$ cat src/rtl/burst_initiator_pkg.sv
// Shared constants, FSM state type and command-length rule for the burst initiator.
package burst_initiator_pkg;
  localparam int ADDR_WIDTH = 8;
  localparam int DATA_WIDTH = 8;
  localparam int BURST_LEN  = 8;
  localparam int RD_LAT     = 1;
  localparam int LEN_W      = $clog2(BURST_LEN) + 1;
  localparam int IDX_W      = $clog2(BURST_LEN);

  localparam logic [LEN_W-1:0] MAX_LEN = LEN_W'(BURST_LEN);

  typedef enum logic [2:0] {
    IDLE     = 3'd0,
    WR_FILL  = 3'd1,
    WR_BURST = 3'd2,
    RD_BURST = 3'd3,
    RD_DRAIN = 3'd4
  } state_t;

  function automatic logic len_legal(input logic [LEN_W-1:0] len);
    return (len != '0) && (len <= MAX_LEN);
  endfunction
endpackage

$ cat src/rtl/burst_initiator_if.sv
// Command, write-data, read-data and target-side signals of the burst initiator.
// A valid/ready pair transfers one item on every rising edge where both are high; valid may
// not depend on ready. rdata_valid has no ready and must be taken when it is high.
interface burst_initiator_if;
  import burst_initiator_pkg::*;

  logic                  cmd_valid;
  logic                  cmd_ready;
  logic                  cmd_write;
  logic [ADDR_WIDTH-1:0] cmd_addr;
  logic [LEN_W-1:0]      cmd_len;
  logic                  wdata_valid;
  logic                  wdata_ready;
  logic [DATA_WIDTH-1:0] wdata;
  logic                  rdata_valid;
  logic [DATA_WIDTH-1:0] rdata;
  logic                  done;
  logic                  err;
  logic [ADDR_WIDTH-1:0] addr_top;
  logic                  burst_en;
  logic                  wren;
  logic                  rden;
  logic [DATA_WIDTH-1:0] wr_data;
  logic [DATA_WIDTH-1:0] rd_data;

  // master: the initiator itself; slave: the command source plus the memory target
  modport master (
    input  cmd_valid, cmd_write, cmd_addr, cmd_len, wdata_valid, wdata, rd_data,
    output cmd_ready, wdata_ready, rdata_valid, rdata, done, err,
           addr_top, burst_en, wren, rden, wr_data
  );

  modport slave (
    output cmd_valid, cmd_write, cmd_addr, cmd_len, wdata_valid, wdata, rd_data,
    input  cmd_ready, wdata_ready, rdata_valid, rdata, done, err,
           addr_top, burst_en, wren, rden, wr_data
  );
endinterface

$ cat src/rtl/burst_initiator_wbuf.sv
// Write-beat buffer: filled by write index, replayed by beat index during the write burst.
module burst_initiator_wbuf
  import burst_initiator_pkg::*;
(
  input  logic                  clk,
  input  logic                  we,
  input  logic [IDX_W-1:0]      waddr,
  input  logic [DATA_WIDTH-1:0] wdata,
  input  logic [IDX_W-1:0]      raddr,
  output logic [DATA_WIDTH-1:0] rdata
);
  logic [DATA_WIDTH-1:0] mem [BURST_LEN];

  always_ff @(posedge clk) begin
    if (we) mem[waddr] <= wdata;
  end

  assign rdata = mem[raddr];
endmodule

$ cat src/rtl/burst_initiator.sv
// Burst initiator: takes read/write commands, buffers write beats, drives the burst target
// and returns read data through a latency-matched valid pipe.
module burst_initiator
  import burst_initiator_pkg::*;
(
  input  logic              clk,
  input  logic              rst,
  burst_initiator_if.master bus,
  output state_t            dbg_state
);
  state_t                state;
  logic [ADDR_WIDTH-1:0] addr_q;
  logic [LEN_W-1:0]      len_q;
  logic [LEN_W-1:0]      beat_cnt;
  logic [LEN_W-1:0]      fill_cnt;
  logic                  err_q;
  logic [RD_LAT-1:0]     rv_pipe;
  logic [RD_LAT-1:0]     last_pipe;
  logic                  wr_active;
  logic                  rd_active;
  logic                  last_beat;
  logic                  buf_we;
  logic [DATA_WIDTH-1:0] buf_rdata;

  assign wr_active = (state == WR_BURST);
  assign rd_active = (state == RD_BURST);
  assign last_beat = (beat_cnt == len_q - 1'b1);
  assign buf_we    = (state == WR_FILL) && bus.wdata_valid;

  burst_initiator_wbuf u_wbuf (
    .clk   (clk),
    .we    (buf_we),
    .waddr (fill_cnt[IDX_W-1:0]),
    .wdata (bus.wdata),
    .raddr (beat_cnt[IDX_W-1:0]),
    .rdata (buf_rdata)
  );

  always_ff @(posedge clk) begin
    if (rst) begin
      state     <= IDLE;
      addr_q    <= '0;
      len_q     <= '0;
      beat_cnt  <= '0;
      fill_cnt  <= '0;
      err_q     <= 1'b0;
      rv_pipe   <= '0;
      last_pipe <= '0;
    end else begin
      err_q        <= 1'b0;
      // last_pipe tags the final read beat so done lands on its rdata_valid
      rv_pipe[0]   <= rd_active;
      last_pipe[0] <= rd_active && last_beat;
      for (int i = 1; i < RD_LAT; i++) begin
        rv_pipe[i]   <= rv_pipe[i-1];
        last_pipe[i] <= last_pipe[i-1];
      end

      case (state)
        IDLE: begin
          if (bus.cmd_valid) begin
            addr_q   <= bus.cmd_addr;
            len_q    <= bus.cmd_len;
            beat_cnt <= '0;
            fill_cnt <= '0;
            if (!len_legal(bus.cmd_len)) err_q <= 1'b1;
            else if (bus.cmd_write)      state <= WR_FILL;
            else                         state <= RD_BURST;
          end
        end
        WR_FILL: begin
          if (bus.wdata_valid) begin
            fill_cnt <= fill_cnt + 1'b1;
            if (fill_cnt == len_q - 1'b1) state <= WR_BURST;
          end
        end
        WR_BURST: begin
          if (last_beat) state <= IDLE;
          else           beat_cnt <= beat_cnt + 1'b1;
        end
        RD_BURST: begin
          if (last_beat) state <= RD_DRAIN;
          else           beat_cnt <= beat_cnt + 1'b1;
        end
        RD_DRAIN: begin
          if (last_pipe[RD_LAT-1]) state <= IDLE;
        end
        default: state <= IDLE;
      endcase
    end
  end

  // Target outputs decode only registered state, so all are 0 outside the two burst states
  assign bus.wren        = wr_active;
  assign bus.rden        = rd_active;
  assign bus.burst_en    = (wr_active || rd_active) && (len_q > LEN_W'(1));
  assign bus.addr_top    = (wr_active || rd_active) ? addr_q : '0;
  assign bus.wr_data     = wr_active ? buf_rdata : '0;
  assign bus.cmd_ready   = (state == IDLE);
  assign bus.wdata_ready = (state == WR_FILL);
  assign bus.rdata_valid = rv_pipe[RD_LAT-1];
  assign bus.rdata       = rv_pipe[RD_LAT-1] ? bus.rd_data : '0;
  assign bus.done        = (wr_active && last_beat) || last_pipe[RD_LAT-1];
  assign bus.err         = err_q;
  assign dbg_state       = state;
endmodule

$ cat src/flat_wrapper.sv
// flat-port wrapper written by rule: the top's interface ports become plain ports
module burst_initiator_flat import burst_initiator_pkg::*;
  (clk, rst, dbg_state, bus_cmd_valid, bus_cmd_write, bus_cmd_addr, bus_cmd_len, bus_wdata_valid, bus_wdata, bus_rd_data, bus_cmd_ready, bus_wdata_ready, bus_rdata_valid, bus_rdata, bus_done, bus_err, bus_addr_top, bus_burst_en, bus_wren, bus_rden, bus_wr_data);
  burst_initiator_if bus_i ();
  input  logic clk;
  input  logic rst;
  output state_t dbg_state;
  input wire logic [$bits(bus_i.cmd_valid)-1:0] bus_cmd_valid;
  input wire logic [$bits(bus_i.cmd_write)-1:0] bus_cmd_write;
  input wire logic [$bits(bus_i.cmd_addr)-1:0] bus_cmd_addr;
  input wire logic [$bits(bus_i.cmd_len)-1:0] bus_cmd_len;
  input wire logic [$bits(bus_i.wdata_valid)-1:0] bus_wdata_valid;
  input wire logic [$bits(bus_i.wdata)-1:0] bus_wdata;
  input wire logic [$bits(bus_i.rd_data)-1:0] bus_rd_data;
  output wire logic [$bits(bus_i.cmd_ready)-1:0] bus_cmd_ready;
  output wire logic [$bits(bus_i.wdata_ready)-1:0] bus_wdata_ready;
  output wire logic [$bits(bus_i.rdata_valid)-1:0] bus_rdata_valid;
  output wire logic [$bits(bus_i.rdata)-1:0] bus_rdata;
  output wire logic [$bits(bus_i.done)-1:0] bus_done;
  output wire logic [$bits(bus_i.err)-1:0] bus_err;
  output wire logic [$bits(bus_i.addr_top)-1:0] bus_addr_top;
  output wire logic [$bits(bus_i.burst_en)-1:0] bus_burst_en;
  output wire logic [$bits(bus_i.wren)-1:0] bus_wren;
  output wire logic [$bits(bus_i.rden)-1:0] bus_rden;
  output wire logic [$bits(bus_i.wr_data)-1:0] bus_wr_data;
  assign bus_i.cmd_valid = bus_cmd_valid;
  assign bus_i.cmd_write = bus_cmd_write;
  assign bus_i.cmd_addr = bus_cmd_addr;
  assign bus_i.cmd_len = bus_cmd_len;
  assign bus_i.wdata_valid = bus_wdata_valid;
  assign bus_i.wdata = bus_wdata;
  assign bus_i.rd_data = bus_rd_data;
  assign bus_cmd_ready = bus_i.cmd_ready;
  assign bus_wdata_ready = bus_i.wdata_ready;
  assign bus_rdata_valid = bus_i.rdata_valid;
  assign bus_rdata = bus_i.rdata;
  assign bus_done = bus_i.done;
  assign bus_err = bus_i.err;
  assign bus_addr_top = bus_i.addr_top;
  assign bus_burst_en = bus_i.burst_en;
  assign bus_wren = bus_i.wren;
  assign bus_rden = bus_i.rden;
  assign bus_wr_data = bus_i.wr_data;
  burst_initiator u_core (.clk(clk), .rst(rst), .bus(bus_i), .dbg_state(dbg_state));
endmodule
$ cat config.mk
export PLATFORM = sky130hd
export DESIGN_NAME = burst_initiator_flat
export DESIGN_NICKNAME = d
export VERILOG_FILES = /design/src/rtl/burst_initiator_pkg.sv /design/src/rtl/burst_initiator_if.sv /design/src/rtl/burst_initiator_wbuf.sv /design/src/rtl/burst_initiator.sv /design/src/flat_wrapper.sv
export SDC_FILE = /design/constraint.sdc
export NUM_CORES = 1
export LEC_CHECK = 0
export CORE_MARGIN = 5
export CORE_UTILIZATION = 52
export DETAILED_ROUTE_END_ITERATION = 10
export PLACE_DENSITY = 0.76
export SYNTH_ARGS = -nofsm -noshare
export SYNTH_HDL_FRONTEND = slang
export SYNTH_HIERARCHICAL = 1
export SYNTH_SLANG_ARGS = --single-unit
$ cat constraint.sdc
create_clock -name clk -period 2.85 [get_ports clk]
set_input_delay 0.4275 -clock clk [delete_from_list [all_inputs] [get_ports clk]]
set_output_delay 0.4275 -clock clk [all_outputs]
set_load 0.02 [all_outputs]
-- Yosys cells after proc, flatten, opt, wreduce, memory -nomap -nowiden
Memory sizes are Yosys's and may differ from the RTL's. A register that Yosys moved wholly into a read port is not among the register bits.
Cells that the tools add are included.
- bitwise logic cells: 2
- reduce and logical (&&, ||, !) cells: 17
- shifts and indexed selects: 0
- eq/ne operators: 14
- div/mod/pow operators: 0
- multiply operators: 0
- $add $sub $neg: 3
- multiplexer cells: 22
- magnitude comparators: 2
- operators with widths (operator ; count):
    2-to-1 mux 3 bit ; 9
    2-to-1 mux 8 bit ; 3
    one-hot mux 4 bit (2 select lines) ; 2
    one-hot mux 3 bit (5 select lines) ; 1
    2-to-1 mux 4 bit ; 3
    != test 2 bit (second input constant) ; 5
    adder 4 x 1 -> 4 bit (second input constant) ; 2
    == test 4 bit ; 2
    AND reduction 7 bit ; 1
    == test 3 x 2 -> 1 bit (second input constant) ; 2
    != test 2 x 1 -> 1 bit (second input constant) ; 3
    AND reduction 3 bit ; 2
    logical AND 1 bit ; 5
    greater-than comparator 4 x 1 -> 1 bit (second input constant) ; 1
    less-or-equal comparator 4 bit (second input constant) ; 1
    nonzero test 2 bit ; 2
    nonzero test 4 bit ; 1
    subtractor 4 x 1 -> 4 bit (second input constant) ; 1
    == test 3 x 1 -> 1 bit (second input constant) ; 1
    == test 3 bit (second input constant) ; 1
    zero test 3 bit ; 1
    2-to-1 mux 1 bit ; 3
    OR reduction 3 bit ; 1
    logical OR 1 bit ; 2
    other kinds (4) ; 5
- memories: 1
- register bits: 26
- bits of input ports: 33
- output and inout port bits: 35
- bits in read-only memories: 0
- bits in latches: 0
- memory bits (writable): 64
- word-level logic and storage cells: 69
- memory list (name ; words ; bits a word ; rd ports ; clocked after memory_dff ; wr ports ; line ; source):
    u_core.u_wbuf.mem ; 8 ; 8 ; 1 ; 1 ; 1 ; burst_initiator_wbuf.sv:12 ; logic [DATA_WIDTH-1:0] mem [BURST_LEN];

-- Depth between registers and ports, before layout
Gate-level depths: netlist of the first run.
- depth after elaboration: 6
- gate-level depth with buffers: 7
- depth with buffers taken out: 7

-- Cells and area by module
Netlist of the first run, hierarchy kept.
- by module, submodules not included (module ; times used ; seq. area each (µm²) ; cells each ; area each (µm²)):
    burst_initiator_wbuf ; 1 ; 1921.8 ; 106 ; 2531.2
    burst_initiator ; 1 ; 520.5 ; 178 ; 1408.9

-- Worst setup path after synthesis of the first run
Ideal clock, no wire load.
- path type: flip-flop to flip-flop
- start: reg u_core.state[0], in the netlist u_core/dbg_state[0]
- end: mem u_core.u_wbuf.mem[0][0] (enable)
- path buffers: 2
- required time: 2.467 ns
- library setup time: 0.383 ns
- arrival time: 1.822 ns
- stages on the path, launching flop included: 6
- period minus slack after synthesis: 2.205 ns
- slack: 0.645 ns
- path through: dfxtp_1 > clkbuf_1 > and3_1 > clkbuf_1 > nand2b_1 > nor3_1
- cells in the longest elaborated chain, start to end: 4
- RTL lines (item ; line ; source):
    from (decl) ; burst_initiator.sv:11 ; state_t state;
    from (signal assigned) ; burst_initiator.sv:41 ; state <= IDLE;
    from (signal assigned) ; burst_initiator.sv:67 ; else if (bus.cmd_write) state <= WR_FILL;
    from (signal assigned) ; burst_initiator.sv:68 ; else state <= RD_BURST;
    == test 3 x 1 -> 1 bit ; burst_initiator.sv:28 ; assign buf_we = (state == WR_FILL) && bus.wdata_valid;
    logical AND 1 bit ; burst_initiator.sv:28 ;
    via u_core.buf_we ; burst_initiator.sv:22 ; logic buf_we;
    2-to-1 mux 1 bit ; burst_initiator_wbuf.sv:15 ; if (we) mem[waddr] <= wdata;
    2-to-1 mux 1 bit (implied by the code) ; burst_initiator_wbuf.sv:15 ;
    to (decl) ; burst_initiator_wbuf.sv:12 ;
The timed path passes the listed nets, and every way through them passes these cells.

==> results.ini, run 1 <==
[global_routing]
grt_overflow=0
grt_pass1_wl_mm=12.7
grt_max_degree=19
use_met1_pct=22.4
grt_use_total_pct=16.9
grt.busiest_layer=met2
grt_pass1_vias=2463
grt_util_met2_pct=27.9
grt_antenna_before_repair=0
grt_util_met3_pct=3.24

[floorplanning]
die_width_um=97.0
ios=68
initial_core_util_pct=53.7
core_region_area_mm2=0.00733
die_h_um=97.0
die-area_mm2=0.00942
num_rows=31

[detailed_routing]
vias=2485
wirelength_mm=7.75
vias_per_cell=5.28
dr.pass1.iters=4
avgRoutedWirePerCell_um=16.5
drt-initial-drc-count=108
ant_nets=0
route.detailed.drc=0

[placement]
post-dp-hpwl_mm=5.47
pre_cts_slack_ns=0.330
gp_congestion=0.759
io_buffers=67

[timing]
tightest_slew_ns=0.501
hold_viol=0
timing.final.crit_period_ns=2.63
maxSlewHeadroom_pct=66.5
timing.fmax_mhz=380
setup_viol=0
min_period_over_period_pct=92.3
slew_viol_final=0
fin_skew_ns=0.00604
setup_tns_ns=0
rsz0062_at_grt=false
final.setup.worst_slack_ns=0.219

[cts]
cts.clk_slew.worst_paths_ns=0.09
cts_tree=yes
cts_buffers=9
htreeDepth=3
clockBufferDepth=2
clock_sinks=90
root_buffer=clkbuf_8
worstSkewPairLatency_ns=0.35

[layout]
drive_above_1_share_pct=12.4
final_net_count=404
area_growth_pct=27.2
layout_commonest_cell=edfxtp_1
final_cell_mix=edfxtp_1 (64), clkdlybuf4s50_1 (58), nand2_1 (34)
antenna_cells=0

[outcome]
outcome=completed

[worst_setup_path]
cp_num_cells=5
crit_type=register to output pin
worstPathRequired_ns=2.42
critical_path.top_delay_family=multiplexers
critPathSlowestCell=mux4_1
critPathArrivalTime_ns=2.20
r2r_slack_ns=0.90
start_kind=register
timing.critical_path.to=bus_wr_data[6]
cp_cell_sequence=buf_12 -> mux4_1 -> mux2_2 -> and2_1 -> dlygate4sd2_1
worstReg2RegEnd=u_core/beat_cnt[3]
cp.buffers_inverters=2
cpPeakStageDelay_ns=0.58
worstReg2RegStart=u_core/dbg_state[0]
path_max_fanout=16
cp-end-kind=output pin
reg2reg_depth=5
crit_start=u_core/beat_cnt[0]

[yosys]
synth_edf_count=64
syn-cell-area_mm2=0.00394
ys_seq_area_share_pct=62.0
syn_nets=321
syn_avg_cell_area_um2=13.9
ys.flop_type=edfxtp_1
syn_inst=284
ys_types=42
synthArstFlopShare_pct=0
yosys_warnings=6
synth.ff_latch_count=90

[pwr]
power_density_mw_per_mm2=598
p_leak_nw=1.86
finalPower_mw=3.00
ir_drop_v=0.000405

[hold_path]
hold_class=register to register
min_from=u_core/addr_q[1]

[flow_run]
maxCapViolations=0

-- layout make-up --
| class | instances | area [um^2] |
|---|---|---|
| Sequential cell | 90 | 2440 |
| Fill cell | 504 | 2320 |
| Multi-Input combinational cell | 175 | 1400 |
| Timing Repair Buffer | 85 | 815 |
| Clock buffer | 9 | 124 |
| Tap cell | 99 | 124 |
| Clock inverter | 7 | 82.6 |
| Inverter | 6 | 22.5 |
-- registers in the layout, indices dropped and copies added (netlist names) --
| name | flops |
|---|---|
| u_core/fill_cnt | 4 |
| u_core/beat_cnt | 4 |
| u_core/last_pipe | 1 |
| u_core/addr_q | 8 |
| u_core/bus.err | 1 |
| u_core/u_wbuf/mem | 64 |
| u_core/bus.rdata_valid | 1 |
| u_core/dbg_state | 3 |
| u_core/len_q | 4 |
-- stage by stage --
stage | instance area [um^2] | utilization (%) | hold WS [ns] | std cells
4_1_cts | 5000 | 68.3 | 0.455 | 471
3_3_place_gp | 4810 | 65.6 | 0.438 | 455
2_1_floorplan | 3940 | - | 0.432 | 284
5_1_grt | 5010 | 68.3 | 0.477 | 471
6_report | 5010 | 68.3 | 0.455 | 471
3_5_place_dp | 4810 | 65.6 | 0.442 | 455
-- power by group --
group / internal, mW / leakage, nW / switching [mW] / total, mW
Sequential: 1.45 / 0.788 / 0.0484 / 1.50
Clock: 0.422 / 0.106 / 0.461 / 0.883
Combinational: 0.296 / 0.969 / 0.318 / 0.614
Total: 2.17 / 1.86 / 0.827 / 3.00
-- synth_stat cells (2+ instances only) --
master    count  area share (%)
edfxtp_1     64              49
and2_1       25             4.0
nand2b_1      4            0.64
xor2_1       10             2.2
nand4_1       2            0.32
dfxtp_1      26              13
mux4_1       15              10
inv_1         6            0.57
ha_1          4             1.3
o21ai_0       2            0.25
nor3_1        7            0.89
buf_2         3            0.38
mux2i_1       2            0.51
and3_1        2            0.32
nand3_1       4            0.51
a21oi_1      14             1.8
clkbuf_1      7            0.67
nand2_1      34             3.2
mux2_2        8             2.3
xnor2_1       4            0.89
nor2_1       19             1.8
o211ai_1      2            0.38
-- per-layer routing --
| metal | up-vias | share of wire, % |
|---|---|---|
| li1 | 1212 | - |
| met2 | 61 | 51 |
| met5 | - | 0 |
| met4 | 0 | 1.5 |
| met1 | 1202 | 42 |
| met3 | 10 | 5.5 |
-- worst min-delay path: stages (launching register included) --
cell	delay (ns)
dfxtp_1	0.31
nand2_1	0.05
a21oi_1	0.05
-- worst min-delay path by stage --
stage                             endpoint  slack, ns  depth (start not counted)
after floorplan           u_core/addr_q[0]       0.43                          2
after global placement    u_core/addr_q[4]       0.44                          2
after detailed placement  u_core/addr_q[7]       0.44                          2
after CTS                 u_core/addr_q[7]       0.45                          2
after global routing      u_core/addr_q[2]       0.48                          2
final                     u_core/addr_q[1]       0.46                          2
-- logic make-up after synthesis --
kind of cell	count (synthesis)	synth area share (%)
flip-flops	90	62.0
multiplexers	26	13.4
buffers and inverters	19	2.51
AND/OR/NAND/NOR	105	13.2
XOR/XNOR	15	3.68
AO/OA/AOI/OAI	25	3.94
adder cells (fa/ha/maj)	4	1.27
-- timing repair --
item                                    in CTS  in global routing
setup buffers                                0                  0
endpoints found under the setup margin       8                  2
hold buffers                                 0                  0
gates cloned                                 0                  0
pin swaps                                    0                  0
gates resized for setup                      8                  2
No activity file was read; power rests on OpenSTA's default activity.
==> run 2, diff against run 1 <==
--- a/config.mk
+++ b/config.mk
@@ -6,9 +6,9 @@
 export NUM_CORES = 1
 export LEC_CHECK = 0
 export CORE_MARGIN = 5
-export CORE_UTILIZATION = 52
+export CORE_UTILIZATION = 40
 export DETAILED_ROUTE_END_ITERATION = 10
-export PLACE_DENSITY = 0.76
+export PLACE_DENSITY = 0.6
 export SYNTH_ARGS = -nofsm -noshare
 export SYNTH_HDL_FRONTEND = slang
 export SYNTH_HIERARCHICAL = 1
==> results.ini, run 2 (synthesis gave the netlist of run 1 again) <==
[global_routing]
grt_max_degree=22  ; was 19
grt_pass1_wl_mm=12.8  ; was 12.7 mm
grt_antenna_before_repair=0  ; unchanged
grt_use_total_pct=14.3  ; was 16.9%
grt_overflow=0  ; unchanged
grt_pass1_vias=2505  ; was 2,463

[detailed_routing]
ant_nets=0  ; unchanged
avgRoutedWirePerCell_um=15.8  ; was 16.5 um
route.detailed.drc=0  ; unchanged
dr.pass1.iters=4  ; unchanged
vias=2413  ; was 2,485
wirelength_mm=7.93  ; was 7.75 mm
drt-initial-drc-count=93  ; was 108
vias_per_cell=4.81  ; was 5.28

[worst_setup_path]
cp-end-kind=output pin  ; unchanged
crit_start=u_core/beat_cnt[0]  ; unchanged
worstReg2RegStart=u_core/dbg_state[0]  ; unchanged
start_kind=register  ; unchanged
critPathArrivalTime_ns=2.20  ; about the same
crit_type=register to output pin  ; unchanged
worstPathRequired_ns=2.42  ; about the same
path_max_fanout=21  ; was 16

[timing]
maxSlewHeadroom_pct=67.4  ; was 66.5%
timing.fmax_mhz=381  ; was 380 MHz
tightest_slew_ns=0.488  ; was 0.501 ns
slew_viol_final=0  ; unchanged
setup_tns_ns=0  ; unchanged
setup_viol=0  ; unchanged
min_period_over_period_pct=92.1  ; was 92.3%
rsz0062_at_grt=false  ; unchanged
fin_hold_ws_ns=0.452  ; was 0.455 ns
hold_viol=0  ; unchanged
fin_skew_ns=0.0103  ; was 0.00604 ns
timing.final.crit_period_ns=2.63  ; about the same

[flow_run]
maxCapViolations=0  ; unchanged

[floorplanning]
die_h_um=109  ; was 97.0 um
num_rows=36  ; was 31
initial_core_util_pct=40.7  ; was 53.7%
core_region_area_mm2=0.00968  ; was 0.00733 mm^2
ios=68  ; unchanged
die_width_um=109  ; was 97.0 um
die-area_mm2=0.0119  ; was 0.00942 mm^2

[cts]
root_buffer=clkbuf_8  ; unchanged
cts.clk_slew.worst_paths_ns=0.08  ; was 0.09 ns
cts_buffers=9  ; unchanged
postCtsSetupBuffers=0  ; unchanged
clock_sinks=90  ; unchanged
clockBufferDepth=2  ; unchanged
htreeDepth=3  ; unchanged
worstSkewPairLatency_ns=0.35  ; about the same
cts_tree=yes  ; unchanged
cts_hold_buf=0  ; unchanged

[layout]
top_regs=u_core/u_wbuf/mem: 64 flops, u_core/addr_q: 8 flops  ; unchanged
layout_commonest_cell=edfxtp_1  ; unchanged
area_growth_pct=27.9  ; was 27.2%
largest_reg_flops=64  ; unchanged
largest-register=u_core/u_wbuf/mem  ; unchanged
final_net_count=402  ; was 404
drive_above_1_share_pct=11.7  ; was 12.4%
fillers=848  ; was 504
antenna_cells=0  ; unchanged
final_cell_mix=edfxtp_1 (64), clkdlybuf4s50_1 (58), nand2_1 (34)  ; unchanged

[pwr]
power_density_mw_per_mm2=602  ; was 598 mW/mm^2
ir_drop_v=0.000308  ; was 0.000405 V
p_leak_nw=1.84  ; was 1.86 nW

[outcome]
outcome=completed  ; unchanged

[placement]
post-dp-hpwl_mm=5.37  ; was 5.47 mm
io_buffers=67  ; unchanged
gp_congestion=0.750  ; was 0.759

[hold_path]
min_from=u_core/addr_q[0]  ; was u_core/addr_q[1]
hold_class=register to register  ; unchanged

==> run 2: repair_timing <==
| item | CTS | global route |
|---|---|---|
| hold endpoints to repair | 0 | 0 |
| setup endpoints to repair | 9 | 1 |
| resized for setup | 9 | 1 |
==> run 2: layout make-up <==
class	instances	area, um^2	share of cell area [%]
Tap cell	133	166	3.30
Multi-Input combinational cell	175	1400	27.7
Inverter	6	22.5	0.447
Clock inverter	6	90.1	1.79
Timing Repair Buffer	83	796	15.8
Clock buffer	9	124	2.46
Sequential cell	90	2440	48.5
==> run 2: worst paths after layout <==
path                            slack (ns)  cells after the start                  to
worst max-delay path                  0.22                      5      bus_wr_data[5]
worst min-delay path                  0.45                      2    u_core/addr_q[0]
worst max register to register        0.86                      5  u_core/beat_cnt[3]
worst min register to register        0.45                      2    u_core/addr_q[0]
==> run 2: through the flow <==
step / util, % / cell area (um^2) / worst slack [ns] / total power, mW / std cells
2_1_floorplan: - / 3940 / 0.645 / 1.92 / 284
3_3_place_gp: 49.9 / 4830 / 0.329 / 2.15 / 487
3_5_place_dp: 49.9 / 4830 / 0.350 / 2.16 / 487
4_1_cts: 52.0 / 5040 / 0.0332 / 3.08 / 502
5_1_grt: 52.1 / 5040 / 0.120 / 3.19 / 502
6_report: 52.1 / 5040 / 0.225 / 3.03 / 502
==> run 2: power breakdown <==
part | switching, mW | internal [mW]
Combinational | 0.315 | 0.295
Sequential | 0.0488 | 1.45
Clock | 0.429 | 0.492
==> run 2: metal layers <==
metal | wire length [um] | global-route usage [%]
met4 | 98 | 4.27
met5 | 0 | 0
met3 | 275 | 3.61
met1 | 3550 | 18.7
met2 | 4010 | 23.7
==> run 2: worst max-delay path, cell delays in order, from the launching register on <==
cell and delay (ns):
dfxtp_1 0.36, buf_12 0.19, mux4_1 0.56, mux2_2 0.28
and2_1 0.13, dlygate4sd2_1 0.31
==> run 3, diff against run 2 <==
--- a/config.mk
+++ b/config.mk
@@ -5,6 +5,7 @@
 export SDC_FILE = /design/constraint.sdc
 export NUM_CORES = 1
 export LEC_CHECK = 0
+export CAP_MARGIN = 20
 export CORE_MARGIN = 5
 export CORE_UTILIZATION = 40
 export DETAILED_ROUTE_END_ITERATION = 10
==> results of run 3 <==
The final DEF is identical to that of run 2; final timing and power are the same.
